==> src/rtl/iteration_sync_ctrl.sv <==
// Iteration barrier for per-core BFS pipelines: resets the cores, waits until every
// core reports end-of-iteration, then advances the shared iteration id or finishes.
module iteration_sync_ctrl #(
  parameter int CORE_NUM         = 32,
  parameter int ITERATION_DWIDTH = 8,
  parameter int MAX_ITER         = 255,
  parameter int RST_CYCLES       = 4
) (
  input  logic                                 clk,
  input  logic                                 rst,
  input  logic                                 start,
  input  logic [CORE_NUM-1:0]                  front_iteration_end,
  input  logic [CORE_NUM-1:0]                  front_iteration_end_valid,
  input  logic [CORE_NUM-1:0]                  front_active_v_valid,
  output logic [CORE_NUM-1:0]                  core_rst,
  output logic [CORE_NUM*ITERATION_DWIDTH-1:0] global_iteration_id,
  output logic                                 iteration_done,
  output logic                                 bfs_done,
  output logic                                 busy,
  output logic [2:0]                           o_dbg_state
);

  localparam logic [2:0] S_IDLE     = 3'd0;
  localparam logic [2:0] S_CORE_RST = 3'd1;
  localparam logic [2:0] S_RUN      = 3'd2;
  localparam logic [2:0] S_ADVANCE  = 3'd3;
  localparam logic [2:0] S_DONE     = 3'd4;

  localparam logic [3:0]                  RST_LOAD = 4'(RST_CYCLES - 1);
  localparam logic [ITERATION_DWIDTH-1:0] ID_MAX   = ITERATION_DWIDTH'(MAX_ITER);

  logic [2:0]                  r_state;
  logic [ITERATION_DWIDTH-1:0] r_id;
  logic [CORE_NUM-1:0]         r_mask;
  logic                        r_act;
  logic [3:0]                  r_cnt;
  logic [CORE_NUM-1:0]         r_core_rst;
  logic                        r_iter_done;
  logic                        r_bfs_done;
  logic                        r_busy;

  logic [2:0]                  w_state_nx;
  logic [ITERATION_DWIDTH-1:0] w_id_nx;
  logic [CORE_NUM-1:0]         w_mask_nx;
  logic                        w_act_nx;
  logic [3:0]                  w_cnt_nx;

  always_comb begin
    w_state_nx = r_state;
    w_id_nx    = r_id;
    w_mask_nx  = r_mask;
    w_act_nx   = r_act;
    w_cnt_nx   = r_cnt;
    case (r_state)
      S_IDLE, S_DONE: begin
        if (start) begin
          w_state_nx = S_CORE_RST;
          w_id_nx    = '0;
          w_mask_nx  = '0;
          w_act_nx   = 1'b0;
          w_cnt_nx   = RST_LOAD;
        end
      end
      S_CORE_RST: begin
        if (r_cnt == 4'd0) w_state_nx = S_RUN;
        else               w_cnt_nx   = r_cnt - 4'd1;
      end
      S_RUN: begin
        // Bits and activity captured this cycle count toward the barrier decision.
        w_mask_nx = r_mask | (front_iteration_end & front_iteration_end_valid);
        w_act_nx  = r_act | (|front_active_v_valid);
        if (&w_mask_nx) w_state_nx = S_ADVANCE;
      end
      S_ADVANCE: begin
        if (!r_act || (r_id == ID_MAX)) begin
          w_state_nx = S_DONE;
        end else begin
          w_state_nx = S_RUN;
          w_id_nx    = r_id + 1'b1;
          w_mask_nx  = '0;
          w_act_nx   = 1'b0;
        end
      end
      default: w_state_nx = S_IDLE;
    endcase
  end

  // Outputs are registered from the next state so they line up with r_state.
  always_ff @(posedge clk) begin
    if (!rst) begin
      r_state     <= S_IDLE;
      r_id        <= '0;
      r_mask      <= '0;
      r_act       <= 1'b0;
      r_cnt       <= 4'd0;
      r_core_rst  <= '1;
      r_iter_done <= 1'b0;
      r_bfs_done  <= 1'b0;
      r_busy      <= 1'b0;
    end else begin
      r_state     <= w_state_nx;
      r_id        <= w_id_nx;
      r_mask      <= w_mask_nx;
      r_act       <= w_act_nx;
      r_cnt       <= w_cnt_nx;
      r_core_rst  <= {CORE_NUM{w_state_nx == S_CORE_RST}};
      r_iter_done <= (w_state_nx == S_ADVANCE);
      r_bfs_done  <= (w_state_nx == S_DONE);
      r_busy      <= (w_state_nx != S_IDLE) && (w_state_nx != S_DONE);
    end
  end

  assign core_rst            = r_core_rst;
  assign global_iteration_id = {CORE_NUM{r_id}};
  assign iteration_done      = r_iter_done;
  assign bfs_done            = r_bfs_done;
  assign busy                = r_busy;
  assign o_dbg_state         = r_state;

endmodule

==> config.mk <==
export PLATFORM = sky130hd
export DESIGN_NAME = iteration_sync_ctrl
export DESIGN_NICKNAME = d
export VERILOG_FILES = /design/src/rtl/iteration_sync_ctrl.sv
export SDC_FILE = /design/constraint.sdc
export NUM_CORES = 1
export LEC_CHECK = 0
export ABC_AREA = 1
export BUFFER_PORTS_ARGS = -buffer_cell sky130_fd_sc_hd__buf_4
export CORE_AREA = 2 2 154 156
export DETAILED_ROUTE_END_ITERATION = 7
export DIE_AREA = 0 0 156 158
export GPL_ROUTABILITY_DRIVEN = 0
export MAX_ROUTING_LAYER = met4
export PLACE_DENSITY = 0.52
export SYNTH_ARGS = -nofsm -noshare
export SYNTH_HDL_FRONTEND = slang
export SYNTH_SLANG_ARGS = --single-unit
==> constraint.sdc <==
create_clock -name clk -period 2 [get_ports clk]
set_input_delay 0 -clock clk [delete_from_list [all_inputs] [get_ports clk]]
set_output_delay 0 -clock clk [all_outputs]
set_load 0.02 [all_outputs]
==> results.toml <==
[critical_path]
critPathMaxFanout = 31
r2r.worst_path.cells = 10
cp_num_cells = 10
cp.required_ns = 2.17
r2r_setup_slack_ns = 0.34
critPathMaxStageDelay_ns = 0.32
arrival_ns = 1.82
cp_top_family = "simple AND/OR/NAND/NOR gates"
cp_slowest_cell = "dfxtp_2"
path_buf_inv = 3
crit_chain = "ha_1 > nand2_1 > inv_1 > nand3_2 > nand3_2 > nand2_4 > clkinv_4 > nand2_4 > buf_12 > nor2_2"
worstSetupPathType = "register to register"
reg2reg_from = "r_id[0]"
worstReg2RegEnd = "r_act"
end_kind = "register"
start_kind = "register"

[flow_run]
maxCapViolCount = 0

[synthesis]
syn_area_um2 = 4771
ys_seq_area_share_pct = 21.82
synth_seq_cells = 52
ys_types = 27
synth-edff-count = 0
synth_async_sr_flop_share_pct = 0
avgSynthCellArea_um2 = 7.262
syn_nets = 758
yosysWarnings = 0
syn_inst = 657
synth_top_flop_cell = "dfxtp_1"

[power]
powerDensity_nw_per_um2 = 556.0
peakVddDrop_mv = 0.3816
power.leakage_nw = 3.258
finalPower_mw = 3.499

[die]
die_y_um = 158
die_width_um = 156
rows = 56
core_um2 = 23050
ios = 393
start_util_pct = 20.70
dieArea_um2 = 24650

[placed_design]
portBuffers = 392
place_hpwl_um = 10270

[worst_hold_path]
min_path_cells = 3
hold_end = "r_mask[10]"
hold_path.class = "primary input to register"
min-delay-start = "front_iteration_end_valid[10]"

[drt]
drt_first_pass_iters = 4
routed_via_density = 3.671
drcViolationCount = 0
wl_per_cell_um = 11.83
routed_wl_um = 12770
antenna_left = 0
drt_iter0_markers = 144
vias = 3965

[cells_and_area]
drive_gt1_share_pct = 57.59
fillers = 2526
diodes = 0
fin_nets = 890
area_delta_synth_final_pct = 31.92
final_util_pct = 27.30

[clock_network]
cts_buffers = 5
clock-sinks = 52
cts_tree = "done"
insertion_delay_ns = 0.29
htreeDepth = 2
ctsRootBufferMaster = "clkbuf_16"
clk_path_buf_depth = 2
cts.reportedPaths.clkPinSlew_ns = 0.07
post-cts-setup-buffers = 0

[timing]
setup_tns_ns = 0
finalCritPeriodShare_pct = 82.81
rsz0062_at_grt = "false"
slew_headroom_pct = 73.90
fmax_mhz = 603.8
fin_crit_ns = 1.656
setup_viol = 0
hold_violations = 0
worst_slew_pin_slew_ns = 0.3910
fin_skew_ns = 0.01096
maxSlewViolCount = 0
hold_slack_ns = 0.006360

[grt]
grt_pass1_vias = 3190
grt_max_degree = 36
gr-usage-all-layers_pct = 9.071
grt_pass1_wl_um = 17330
grt-ovfl-total = 0
antenna_found_initial = 0

[status]
status = "finished clean"
-- registers in the layout, summed over array words and instances (netlist names) --
signal,count
iteration_done,1
r_id,8
r_act,1
core_rst,1
r_cnt,4
busy,1
o_dbg_state,3
bfs_done,1
r_mask,32
-- Yosys cell counts, drive strengths merged (2+ instances only) --
cell type / count / share of area (%)
a21oi: 47 / 7.2
buf: 288 / 45
dfxtp: 52 / 22
ha: 2 / 0.52
inv: 48 / 3.8
nand2: 103 / 8.5
nand3: 11 / 1.4
nand4: 39 / 5.1
nor2: 49 / 4.1
nor3: 3 / 0.31
o21ai: 6 / 0.63
xor2: 3 / 0.55
-- worst max path at each step --
stage | endpoint | startpoint | slack [ns]
after floorplan | r_mask[11] | r_id[3] | 0.02
after global placement | r_mask[21] | r_id[0] | 0.38
after detailed placement | r_mask[21] | r_id[0] | 0.36
after CTS | r_act | r_id[0] | 0.34
after global routing | r_id[7] | r_id[2] | 0.20
final | r_act | r_id[0] | 0.34
-- kinds of logic (layout without fill, tap and decap cells) --
kind of cell / count (synthesis) / after routing / share of synthesized area (%)
flops: 52 / 52 / 21.82
fa+ha+maj: 2 / 2 / 0.5244
simple gates: 205 / 205 / 19.38
buf+inv: 338 / 471 / 49.28
compound gates: 57 / 57 / 8.445
xor+xnor: 3 / 3 / 0.5508
-- power breakdown --
group,switching (mW),leakage (nW),internal [mW]
combinational,0.819,2.75,0.587
clock,0.373,0.0808,0.589
sequential,0.0270,0.424,1.10
-- per-layer routing --
layer	track usage, %	up-vias	wire length, um
li1	-	2060	-
met1	11.86	1705	5576
met2	15.07	196	6167
met3	1.615	4	994
met4	1.180	0	36
met5	-	-	0
-- placed cells by master (no fill, tap or decap), drive strengths merged, types with 3 or more instances in the layout --
cell	instances
nand2	103
inv	48
nand3	11
a21oi	47
nor3	3
nand4	39
dlygate4sd3	9
xor2	3
nor2	49
clkbuf	6
o21ai	6
buf	405
dfxtp	52
-- worst register-to-register path, stage by stage, from the launching register on --
cell and delay [ns]:
dfxtp_2 0.32, ha_1 0.20, nand2_1 0.11, inv_1 0.07
nand3_2 0.08, nand3_2 0.11, nand2_4 0.16, clkinv_4 0.10
nand2_4 0.07, buf_12 0.22, nor2_2 0.09
-- area by class of cell --
type / count / area, um^2 / area share (%)
Clock buffer: 6 / 128.9 / 2.048
Clock inverter: 2 / 35.03 / 0.5567
Sequential cell: 52 / 1044 / 16.58
Multi-Input combinational cell: 267 / 1379 / 21.91
Tap cell: 290 / 362.8 / 5.765
Timing Repair Buffer: 414 / 3156 / 50.14
Inverter: 49 / 188.9 / 3.002
-- what timing repair did --
action / in CTS / in global routing
gates resized for setup: 0 / 0
endpoints found under the hold margin: 8 / 1
hold buffers: 8 / 1
setup endpoints to repair: 0 / 0
-- per-stage QoR --
stage / instance area [um^2] / instances / worst slack [ns]
2_1_floorplan: 4773 / 657 / 0.01841
3_3_place_gp: 6040 / 1063 / 0.3795
3_5_place_dp: 6040 / 1063 / 0.3595
4_1_cts: 6284 / 1079 / 0.3386
5_1_grt: 6294 / 1080 / 0.2039
6_report: 6294 / 1080 / 0.3438
(Power assumes the default switching activity.)
